==> src/rtl/bist_response_misr.sv <==
// Response compactor for combinational benchmark outputs: folds each accepted
// response into a MISR signature and compares it against a golden value at the end of a run.
module bist_response_misr #(
   parameter int                 WIDTH   = 32,
   parameter logic [WIDTH-1:0]   POLY    = 32'h04C11DB7,
   parameter logic [WIDTH-1:0]   SEED    = 32'h00000000,
   parameter int                 COUNT_W = 16
) (
   input  logic               clk,
   input  logic               rst,
   input  logic               start,
   input  logic               abort,
   input  logic [COUNT_W-1:0] num_patterns,
   input  logic [WIDTH-1:0]   golden_sig,
   input  logic               resp_valid,
   input  logic [WIDTH-1:0]   resp_data,
   output logic               resp_ready,
   output logic               busy,
   output logic               done,
   output logic               pass,
   output logic [WIDTH-1:0]   signature,
   output logic [COUNT_W-1:0] pat_count
);

   // state | meaning
   // IDLE  | no run active; waiting for start
   // RUN   | accepting responses into the signature
   // DONE  | run complete; signature compared against golden_sig
   typedef enum logic [1:0] {
      IDLE = 2'd0,
      RUN  = 2'd1,
      DONE = 2'd2
   } state_t;

   state_t             state, state_nxt;
   logic [COUNT_W-1:0] num_latched;
   logic               accept;
   logic               last_accept;
   logic               start_ok;
   logic [WIDTH-1:0]   sig_step;

   assign accept      = (state == RUN) && resp_valid && !abort;
   assign last_accept = accept && (pat_count == num_latched - COUNT_W'(1));
   assign start_ok    = start && ((state == IDLE) || (state == DONE));
   assign sig_step    = {signature[WIDTH-2:0], 1'b0}
                        ^ (signature[WIDTH-1] ? POLY : '0)
                        ^ resp_data;

   always_ff @(posedge clk) begin
      if (rst) begin
         state <= IDLE;
      end else begin
         state <= state_nxt;
      end
   end

   always_comb begin
      state_nxt = state;
      unique case (state)
         IDLE, DONE: begin
            if (start) begin
               state_nxt = (num_patterns != '0) ? RUN : DONE;
            end
         end
         RUN: begin
            if (abort) begin
               state_nxt = IDLE;
            end else if (last_accept) begin
               state_nxt = DONE;
            end
         end
         default: state_nxt = IDLE;
      endcase
   end

   // An abort leaves signature and count untouched so the partial run can be inspected.
   always_ff @(posedge clk) begin
      if (rst) begin
         signature   <= SEED;
         pat_count   <= '0;
         num_latched <= '0;
      end else if (start_ok) begin
         signature   <= SEED;
         pat_count   <= '0;
         num_latched <= num_patterns;
      end else if (accept) begin
         signature   <= sig_step;
         pat_count   <= pat_count + COUNT_W'(1);
      end
   end

   assign resp_ready = (state == RUN);
   assign busy       = (state == RUN);
   assign done       = (state == DONE);
   assign pass       = done && (signature == golden_sig);

endmodule
==> config.mk <==
export PLATFORM = sky130hd
export DESIGN_NAME = bist_response_misr
export DESIGN_NICKNAME = d
export VERILOG_FILES = /design/src/rtl/bist_response_misr.sv
export SDC_FILE = /design/constraint.sdc
export NUM_CORES = 1
export LEC_CHECK = 0
export BUFFER_PORTS_ARGS = -buffer_cell sky130_fd_sc_hd__buf_2
export CAP_MARGIN = 10
export CORE_MARGIN = 2
export CORE_UTILIZATION = 45
export CTS_CLUSTER_DIAMETER = 100
export DETAILED_ROUTE_END_ITERATION = 16
export PLACE_DENSITY = 0.76
export SYNTH_ARGS = -nofsm -noshare
export SYNTH_HDL_FRONTEND = slang
export SYNTH_SLANG_ARGS = --single-unit
==> constraint.sdc <==
create_clock -name clk -period 3.43 [get_ports clk]
set_input_delay 0.1715 -clock clk [delete_from_list [all_inputs] [get_ports clk]]
set_output_delay 0.1715 -clock clk [all_outputs]
set_load 0.01 [all_outputs]
### Yosys cells after proc, flatten, opt, wreduce, memory -nomap -nowiden

Cells that the tools add are included.

| operators by class | value |
|---|---|
| add/subtract/negate cells | 2 |
| equality and inequality tests | 6 |
| multiplexer cells | 6 |
| bitwise operators | 2 |
| reduce and logical (&&, ||, !) cells | 12 |

Operators with widths:

| kind | count |
|---|---|
| equality test 32 bit | 1 |
| bitwise XOR 32 x 27 -> 32 bit | 1 |
| bitwise XOR 32 bit | 1 |
| two-way mux 27 bit | 1 |
| adder 16 x 1 -> 16 bit (second input constant) | 1 |
| equality test 16 bit | 1 |
| nonzero test 16 bit | 1 |
| subtractor 16 x 1 -> 16 bit (second input constant) | 1 |
| two-way mux 2 bit | 4 |
| logical AND 1 bit | 5 |
| one-hot mux 2 bit (2 select lines) | 1 |
| OR reduction 2 bit | 2 |
| != test 3 x 2 -> 1 bit (second input constant) | 1 |
| equality test 2 x 1 -> 1 bit (second input constant) | 1 |
| equality test 2 bit (second input constant) | 1 |
| logical NOT 2 bit | 1 |
| != test 2 bit (second input constant) | 1 |
| AND reduction 2 bit | 1 |
| logical NOT 1 bit | 1 |
| logical OR 1 bit | 1 |

| word-level totals | value |
|---|---|
| register bits | 66 |
| input port bits | 85 |
| output and inout bits | 52 |
| word-level logic and storage cells | 32 |

### Longest topological paths before layout

Gate-level depths: netlist of the first run.

| logic depth | value |
|---|---|
| word-level depth | 7 |
| gate-level depth with buffers | 9 |
| depth with buffers taken out | 8 |

### Worst setup path before layout of the first run

OpenSTA, ideal clock, no wires.

| path | value |
|---|---|
| kind | reg2reg |
| start | register num_latched[0] |
| end | register state[0] |
| library setup time | 0.125 ns |
| arrival | 2.181 ns |
| data required time | 3.305 ns |
| path slack | 1.124 ns |
| cell stages (with the launch flop) | 9 |
| path buffers | 1 |
| clock period less this slack | 2.306 ns |
| cells stage by stage | dfxtp_1 -> inv_1 -> ha_1 -> or4b_1 -> buf_2 -> nor4_4 -> nor4b_1 -> a21oi_1 -> o41a_1 |

| between the ends | value |
|---|---|
| word-level cells in the longest chain between the ends | 5 |

Ends and longest elaborated chain:

| item | line | text |
|---|---|---|
| start: declaration | 36 | `logic [COUNT_W-1:0] num_latched;` |
| start signal: assignment | 85 | `num_latched <= num_patterns;` |
| subtractor 16 x 1 -> 16 bit | 43 | `assign last_accept = accept && (pat_count == num_latched - COUNT_W'(1));` |
| equality test 16 bit | 43 |  |
| logical AND 1 bit | 43 |  |
| != test 3 x 2 -> 1 bit (no source line) | -- |  |
| AND reduction 2 bit (no source line) | -- |  |
| end signal: assignment | 53 | `state <= state_nxt;` |
| end: declaration | 35 | `state_t state, state_nxt;` |

Every way passes these cells.
A chain may end at the register's enable or synchronous reset.

### Final worst setup path of the first run

Ends and elaborated chain as after synthesis.

==> results of run 1 <==
[per-stage QoR]
stage | utilization, % | instance area [um2] | cells
2_1_floorplan | - | 3760 | 455
3_3_place_gp | 55.0 | 4490 | 672
3_5_place_dp | 55.0 | 4490 | 672
4_1_cts | 57.9 | 4730 | 688
5_1_grt | 57.9 | 4730 | 688
6_report | 57.9 | 4730 | 688
[worst min-delay path by stage]
stage                                 from                            to  slack, ps  cells after the start
after floorplan           num_patterns[15]  num_latched[15]$_SDFFE_PP0P_        310                      2
after global placement    num_patterns[11]  num_latched[11]$_SDFFE_PP0P_        420                      3
after detailed placement  num_patterns[13]  num_latched[13]$_SDFFE_PP0P_        430                      3
after CTS                  num_patterns[9]   num_latched[9]$_SDFFE_PP0P_         70                      3
after global routing       num_patterns[9]   num_latched[9]$_SDFFE_PP0P_         80                      3
final                      num_patterns[9]   num_latched[9]$_SDFFE_PP0P_         80                      3
[cells in the mapped netlist, types with 2 or more instances]
library cell | instances | share of area (%)
xnor2_1 | 89 | 21
nand2_1 | 71 | 7.1
dfxtp_1 | 66 | 35
nor2_1 | 43 | 4.3
a21oi_1 | 34 | 4.5
clkbuf_1 | 21 | 2.1
xor2_1 | 21 | 4.9
a211oi_1 | 19 | 3.8
nand4_1 | 13 | 2.2
nor4_1 | 8 | 1.3
mux2i_1 | 6 | 1.6
nand3_1 | 6 | 0.80
nor2b_1 | 5 | 0.83
and3_1 | 4 | 0.66
nand2b_1 | 4 | 0.66
nor4b_1 | 4 | 0.93
buf_1 | 3 | 0.30
inv_1 | 3 | 0.30
nor3_1 | 3 | 0.40
o21a_1 | 3 | 0.60
and4_1 | 2 | 0.47
buf_2 | 2 | 0.27
ha_1 | 2 | 0.66
nor4_2 | 2 | 0.66
or2_2 | 2 | 0.33
or3_1 | 2 | 0.33
[kinds of logic after synthesis]
family          Yosys count  synth area share, %
fa+ha+maj                 2                0.665
simple gates            178                 23.4
xor+xnor                110                 25.6
mux                       6                 1.60
compound gates           63                 10.4
flops                    66                 35.1
buf+inv                  30                 3.16
[routing by layer]
metal	global-route usage (%)	up-vias	part of all wire (%)
li1	-	1782	-
met1	28.6	1621	43
met2	38.8	131	49
met5	0	-	0
met3	4.19	13	6.2
met4	8.10	0	1.5
[cell type report]
cell class | instances | area [um2]
repair buffers | 139 | 703
clock buffers | 9 | 124
multi-input cells | 359 | 2330
flip-flops and latches | 66 | 1320
clock inverters | 7 | 118
fillers | 754 | 3440
inverters | 3 | 11.3
well taps | 105 | 131
[power by group through the flow]
stage | combinational [W] | clock, W | sequential, W
6_report | 0.000292 | 0.000796 | 0.000814
5_1_grt | 0.000320 | 0.000848 | 0.000818
3_3_place_gp | 0.000283 | 0 | 0.000830
2_1_floorplan | 0.000197 | 0 | 0.000825
4_1_cts | 0.000293 | 0.000810 | 0.000814
3_5_place_dp | 0.000292 | 0 | 0.000832
[worst max-delay path, delay by kind of cell (launching register included)]
family,cells,cell delay [ps]
AOI/OAI and AO/OA,2,520
buffers and inverters,1,70
and+or+nand+nor,3,1310
DFF,1,350
adders and majority gates,1,220
[sequential cells by signal, summed over array words and instances (netlist names)]
register     cells
signature       32
num_latched     16
pat_count       16
state            2
==> summary.md, run 1 <==
| Metric | Value |
|---|---|
| Vias/cell | about 5.2 |
| WP data required | 3660 ps |
| Remaining Overflow, GRT | 0 |
| Min-Delay Path Class | input pin to flip-flop |
| Post-route ant nets | 0 |
| Fmax | between 300 and 400 MHz |
| Fin. Hold Viols | 0 |
| Critical path class | flip-flop to flip-flop |
| # nets final | between 600 and 700 |
| Synth Register Bits | 66 |
| Status | completed |
| CP max stage delay | around 630 ps |
| CP cell instances | inv_1 > ha_1 > or4b_1 > nor4_4 > nor4b_1 > a21oi_1 > o41a_1 |
| Async set or reset register ratio after synthesis | 0% |
| Routed WL | around 10000 um |
| Post-CTS Setup Bufs | 0 |
| Post_cts resized | 0 |
| Slowest-stage cell, CP | or4b_1 |
| Pin count of the biggest net entering global routing | slightly below 50 |
| Aggregate global-route resource usage | 22.7% |
| Final Critical Period | 2560 ps |
| RR Startpoint | num_latched[0]$_SDFFE_PP0P_ |
| Worst R2R Path Depth | 7 |
| Cts bufs inserted | 9 |
| Clock-pin slew on the worst setup and hold paths | 80 ps |
| Ys Warns | 0 |
| DR iter-0 viols | 156 |
| Crit path arrival time | around 2800 ps |
| Worst setup EP type | flip-flop |
| Clock skew | 10.3 ps |
| RSZ-0062 raised after global routing | no |
| Share of cells above drive strength 1 | 28.1% |
| Detail Placement HPWL | 7760 um |
| Crit start category | flip-flop |
| # rows | 33 |
| Residual DRC | 0 |
| Commonest cells after routing, fill and taps aside | buf_2 (136), xnor2_1 (89), nand2_1 (71) |
| Synth Flop Type | dfxtp_1 |
| Cell area power density | roughly 400 nW/um2 |
| Reg power frac | 42.8% |
| Root buffer cell | clkbuf_8 |
| Power Internal | 0.00141 W |
| CORE AREA | 8180 um2 |
| Synth Cell Area | 3760 um2 |
| Final worst setup slack | 868 ps |
| Die area | 9110 um2 |
| Chip Height | 95.5 um |
| Switching share of power | 25.8% |
| Share of power burned in the clock network | 41.8% |
| Avg Cell Area, Syn | around 8.3 um2 |
| Post-synth EDFFs | 0 |
| DR pass1 iterations | 4 |
| Die width | 95.5 um |
| Vias | about 3.5k |
| Relative max-transition margin | 35.8% |
| First-pass GRT wire length | 16000 um |
| Comb power frac | 15.4% |
| Number of global-route vias before repair | 3316 |
| Critical Path Start | num_latched[0]$_SDFFE_PP0P_ |
| Num Clock Sinks | 66 |
| IR drop worst, VDD | 170 uV |
| Gp weighted congestion | 0.861 |
| Initial Util | 46.0% |
| Slew @ Worst Pin | 963 ps |
| Post-route setup TNS | 0 ps |
| CTS tree | built |
| Clock Latency Late Sink | 340 ps |
| Final Max Tran Viols | 0 |
| Htree depth | 3 |
| Setup violators final | 0 |
| Commonest non-fill, non-tap cell in the layout | buf_2 |
| Initial antenna violation count | 0 |
| Period utilisation layout | 74.7% |
| Maximum Capacitance Violations | 0 |
| I/O pin cnt | 137 |
| Antenna cells | 0 |
| RR Endpoint | state[0]$_SDFFE_PP0P_ |
| Worst setup endpoint | state[0]$_SDFFE_PP0P_ |
| Clock Tree Buf Depth | 2 |
| Mapped Cells | ~460 |
| Leakage power total | ~1.9 nW |
| Worst Path Max Fanout | 6 |
| IO Port Bufs | 136 |
| Mapped Nets | between 500 and 600 |
| P&R area growth vs syn | 25.8% |
| R2R setup slack | slightly below 900 ps |
| Wire length per cell | 14.8 um |
| Design Power | 0.00190 W |
| Psw | about 0.00049 W |
| Pre-CTS setup slack | 886 ps |
| Cts hold-fix bufs | 0 |
| Post-synthesis cell type count | 43 |
| Sequential fraction of the synthesis area | 35.1% |
| WHS | 80.7 ps |
No activity file was read; power rests on OpenSTA's default activity.
==> inputs of run 2 (changes only) <==
Clock period 3.43 ns to 2.5 ns, I/O delays scaled along.
==> summary.md, run 2 (synthesis gave the netlist of run 1 again) <==
| Metric | Value |
|---|---|
| Met1 wire length | 4320 um |
| DR WL met3 | 658 um |
| # rows | 33 |
| DR iter-0 viols | 134 |
| IR drop worst, VDD | 252 uV |
| Crit path arrival time | 2580 ps |
| Min-Delay Path Class | input pin to flip-flop |
| WP data required | around 2700 ps |
| Clock skew | 9.32 ps |
| I/O pin cnt | 137 |
| Root buffer cell | clkbuf_8 |
| RSZ-0062 raised after global routing | no |
| Clock-pin slew on the worst setup and hold paths | 80 ps |
| Critical path class | flip-flop to flip-flop |
| Worst Path Max Fanout | 4 |
| Final Critical Period | 2360 ps |
| Residual DRC | 0 |
| Core Util, Final | around 58% |
| Antenna cells | 0 |
| Num Clock Sinks | 66 |
| Maximum Capacitance Violations | 0 |
| Number of global-route vias before repair | roughly 3.4k |
| Comb power frac | 16.6% |
| Design Power | 0.00246 W |
| CORE AREA | between 8000 and 9000 um2 |
| Largest registers | signature: 32 flops, num_latched: 16 flops, pat_count: 16 flops |
| Post-route ant nets | 0 |
| Cts bufs inserted | 9 |
| Final Max Tran Viols | 0 |
| Psw | 0.000667 W |
| P&R area growth vs syn | 25.8% |
| Reg power frac | 45.4% |
| Fin. Hold Viols | 0 |
| Slew @ Worst Pin | 971 ps |
| Leakage power total | 1.86 nW |
| Fmax | 424 MHz |
| Placed cells | just under 700 |
| Die width | 95.5 um |
| Non-filler cells, final | 691 |
| Aggregate global-route resource usage | 23.0% |
| WL met2 | 4970 um |
| Commonest non-fill, non-tap cell in the layout | buf_2 |
| Chip Height | 95.5 um |
| Pin count of the biggest net entering global routing | roughly 50 |
| Switching share of power | 27.1% |
| Htree depth | 3 |
| Detail Placement HPWL | 7790 um |
| Initial Util | 46.0% |
| Biggest register | signature |
| Share of power burned in the clock network | 38.0% |
| Routed WL | 10100 um |
| # nets final | 668 |
| Remaining Overflow, GRT | 0 |
| DR pass1 iterations | 4 |
| Wire length per cell | 14.7 um |
| Initial antenna violation count | 0 |
| IO Port Bufs | 136 |
| WHS | 25.1 ps |
| Clock Tree Buf Depth | 2 |
| Relative max-transition margin | a little over a third |
| Share of cells above drive strength 1 | 28.8% |
| Period utilisation layout | 94.3% |
| Vias | roughly 3.6k |
| Setup violators final | 0 |
| Die area | roughly 9100 um2 |
| Commonest cells after routing, fill and taps aside | buf_2 (136), xnor2_1 (89), nand2_1 (71) |
| Top Layer Used | met4 |
| First-pass GRT wire length | between 15000 and 20000 um |
| Vias/cell | 5.16 |
| Post-route setup TNS | 0 ps |
| Worst setup EP type | flip-flop |
| Status | completed |
| Cell area power density | 520 nW/um2 |
| Clock Latency Late Sink | around 340 ps |
| Crit start category | flip-flop |
| Max reg flops | 32 |
| CTS tree | built |
| Gp weighted congestion | 0.844 |
| Power Internal | between 0.0015 and 0.002 W |
## run 2: power groups by stage
stage | registers (W) | logic, W | clock network, W
2_1_floorplan | 0.00113 | 0.000270 | 0
3_3_place_gp | 0.00114 | 0.000392 | 0
3_5_place_dp | 0.00114 | 0.000403 | 0
4_1_cts | 0.00112 | 0.000407 | 0.000954
5_1_grt | 0.00112 | 0.000451 | 0.000998
6_report | 0.00112 | 0.000408 | 0.000935
## run 2: metrics by stage
stage	setup WS (ps)	cell area (um2)
6_report	143	4730
5_1_grt	7.66	4730
4_1_cts	60.9	4720
3_5_place_dp	-46.7	4520
3_3_place_gp	107	4520
2_1_floorplan	194	3760
## run 2: final timing paths
check	end	from	cells past startpoint	slack (ps)
worst max-delay path	state[0]$_SDFFE_PP0P_	num_latched[0]$_SDFFE_PP0P_	7	140
worst min-delay path	num_latched[11]$_SDFFE_PP0P_	num_patterns[11]	3	30
worst max register to register	state[0]$_SDFFE_PP0P_	num_latched[0]$_SDFFE_PP0P_	7	140
worst min register to register	num_latched[15]$_SDFFE_PP0P_	num_latched[15]$_SDFFE_PP0P_	2	470
## run 2: worst max-delay path, stage by stage, from the launching register on
cell and delay, ps:
dfxtp_1 310, buf_4 140, or4_1 610, nor4_2 380, mux2i_1 150, mux2i_1 160
a22oi_1 110, o41a_1 390
## run 2: layout make-up
class                   count  area, um2
repair buffers            142        726
multi-input cells         359       2340
fillers                   769       3440
clock buffers              12        155
inverters                   3       11.3
clock inverters             4       50.0
flip-flops and latches     66       1320
well taps                 105        131
## run 2: layer usage
metal / vias up / GRT usage (%)
met5: - / 0
met3: 14 / 4.90
li1: 1789 / -
met1: 1632 / 28.2
met4: 0 / 9.76
met2: 128 / 39.1
## run 2: repair_timing
item	CTS	global route
setup endpoints to repair	1	2
setup buffers	0	0
hold buffers	0	0
gates resized for setup	1	2
pin swaps	0	1
==> inputs of run 3 (changes only) <==
Settings changed: CORE_MARGIN 2 to 5, SETUP_SLACK_MARGIN from default to 0.3.
==> summary.md, run 3 (synthesis gave the netlist of run 1 again) <==
| Metric | Value |
|---|---|
| Gp weighted congestion | 0.894 |
| Area of the multi-input gates | about 2400 um2 |
| Largest registers | signature: 32 flops, num_latched: 16 flops, pat_count: 16 flops |
| Period utilisation layout | 95.1% |
| Max reg flops | 32 |
| CORE AREA | 8180 um2 |
| WP depth | 9 |
| Depth of the worst hold-timing path | 3 |
| R2R setup slack | approximately 120 ps |
| P&R area growth vs syn | 28.0% |
| Post-route ant nets | 0 |
| Placed cells | approximately 670 |
| CP max stage delay | 510 ps |
| CP cell instances | inv_2 > ha_4 > or4b_4 > buf_6 > nor4b_4 > o21a_1 > o21a_1 > o2111ai_2 > o41a_1 |
| Non-filler cells, final | 696 |
| Vias/cell | 5.26 |
| Clock Tree Buf Depth | 2 |
| Fmax | roughly 420 MHz |
| Crit path arrival time | 2600 ps |
| IO Port Bufs | 136 |
| Final Critical Period | between 2000 and 2500 ps |
| WP data required | between 2000 and 3000 ps |
| Root buffer cell | clkbuf_8 |
| Crit path top cell by count | o21a_1 |
| Worst setup EP type | flip-flop |
| Min-Delay Path Class | input pin to flip-flop |
| Biggest register | signature |
| Clock Latency Late Sink | 340 ps |
| Routed WL | 11200 um |
| Number of global-route vias before repair | about 3.6k |
| WHS | 29.1 ps |
| Worst Path Max Fanout | 5 |
| DR iter-0 viols | 171 |
| Largest delay contributor family on the critical path | compound AO/OA/AOI/OAI gates |
| Commonest cells after routing, fill and taps aside | buf_2 (136), xnor2_1 (88), nand2_1 (71) |
| Critical Path Start | num_latched[0]$_SDFFE_PP0P_ |
| Slowest-stage cell, CP | or4b_4 |
| Clock-pin slew on the worst setup and hold paths | ~80 ps |
| Crit start category | flip-flop |
| Critical path class | flip-flop to flip-flop |
| Detail Placement HPWL | 8360 um |
| Chip Height | 101 um |
| IR drop worst, VDD | 240 uV |
| Cts bufs inserted | 9 |
| RR Startpoint | num_latched[0]$_SDFFE_PP0P_ |
| Num Clock Sinks | 66 |
| First-pass GRT wire length | 17900 um |
| Leakage power total | 1.89 nW |
| Commonest non-fill, non-tap cell in the layout | buf_2 |
| Initial Util | 46.0% |
| Maximum Capacitance Violations | 0 |
| Relative max-transition margin | 38.9% |
| Cts hold-fix bufs | 0 |
| Residual DRC | 0 |
| Aggregate global-route resource usage | 22.1% |
| CTS tree | built |
| Status | completed |
| RSZ-0062 raised after global routing | yes |
| # rows | 33 |
| Die area | 10300 um2 |
| Die width | around 100 um |
| Slew @ Worst Pin | between 900 and 1000 ps |
| Htree depth | 3 |
| Setup violators final | 0 |
| Worst R2R Path Depth | 9 |
| Filler instances | 730 |
| Clock skew | 16.1 ps |
| I/O pin cnt | roughly 140 |
| Fin. Hold Viols | 0 |
| Reg area | approximately 1300 um2 |
| Beginning of the worst hold path | num_patterns[11] |
| Wire length per cell | 16.1 um |
| Number of buffers and inverters on the critical path | 2 |
| Remaining Overflow, GRT | 0 |
| Final Max Tran Viols | 0 |
| DR pass1 iterations | 4 |
| Post-route setup TNS | 0 ps |
| # nets final | slightly below 700 |
| Share of cells above drive strength 1 | 32.8% |
| Pin count of the biggest net entering global routing | slightly below 50 |
| Initial antenna violation count | 0 |
| Cell area power density | a little under 500 nW/um2 |
| Antenna cells | 0 |
| Vias | 3663 |
## run 3: changes by cell type in the layout (fill, tap and decap cells not counted), sizes merged
cell	change
bufinv	-1
clkinv	+3
clkinvlp	-1
buf	+5
clkbuf	-1
## run 3: final cells by class
| class | instances | share of cell area (%) |
|---|---|---|
| flip-flops and latches | 66 | 27.7 |
| well taps | 105 | 2.73 |
| clock inverters | 5 | 0.649 |
| clock buffers | 11 | 2.73 |
| multi-input cells | 359 | 49.9 |
| repair buffers | 147 | 16.0 |
| inverters | 3 | 0.234 |
## run 3: worst min-delay path: cells and delay by family
family	cells	cell delay [ps]
AOI/OAI and AO/OA	1	50
buffers and inverters	1	100
and+or+nand+nor	1	50
## run 3: final timing paths
check,to
setup / recovery,state[0]$_SDFFE_PP0P_
hold / removal,num_latched[11]$_SDFFE_PP0P_
setup reg to reg,state[0]$_SDFFE_PP0P_
hold reg to reg,num_latched[15]$_SDFFE_PP0P_
## run 3: stage by stage
| stage | setup WS (ps) | total power [W] | utilization, % | area [um2] |
|---|---|---|---|---|
| after floorplan | 301 | 0.00141 | - | 3790 |
| after global placement | 264 | 0.00153 | 55.4 | 4530 |
| after detailed placement | 133 | 0.00155 | 55.4 | 4530 |
| after CTS | 186 | 0.00234 | 58.5 | 4790 |
| after global routing | 56.5 | 0.00245 | 58.9 | 4820 |
| final | 122 | 0.00234 | 58.9 | 4820 |
## run 3: what timing repair did
| action | in CTS | in global routing |
|---|---|---|
| endpoints found under the setup margin | 2 | 3 |
| resized for setup | 14 | 11 |
| pin swaps | 8 | 3 |
| setup buffers | 6 | 0 |
## run 3: power by group
part	switching [W]	internal, W
clock network	0.000419	0.000357
logic	0.000223	0.000224
registers	0.0000423	0.00108
## run 3: per-layer routing
metal  track usage (%)  vias up  part of all wire (%)
li1                  -     1802                     -
met2              37.0      146                    49
met3              5.17       22                   6.7
met1              26.9     1693                    42
met4              10.1        0                   2.5
met5                 0        -                     0
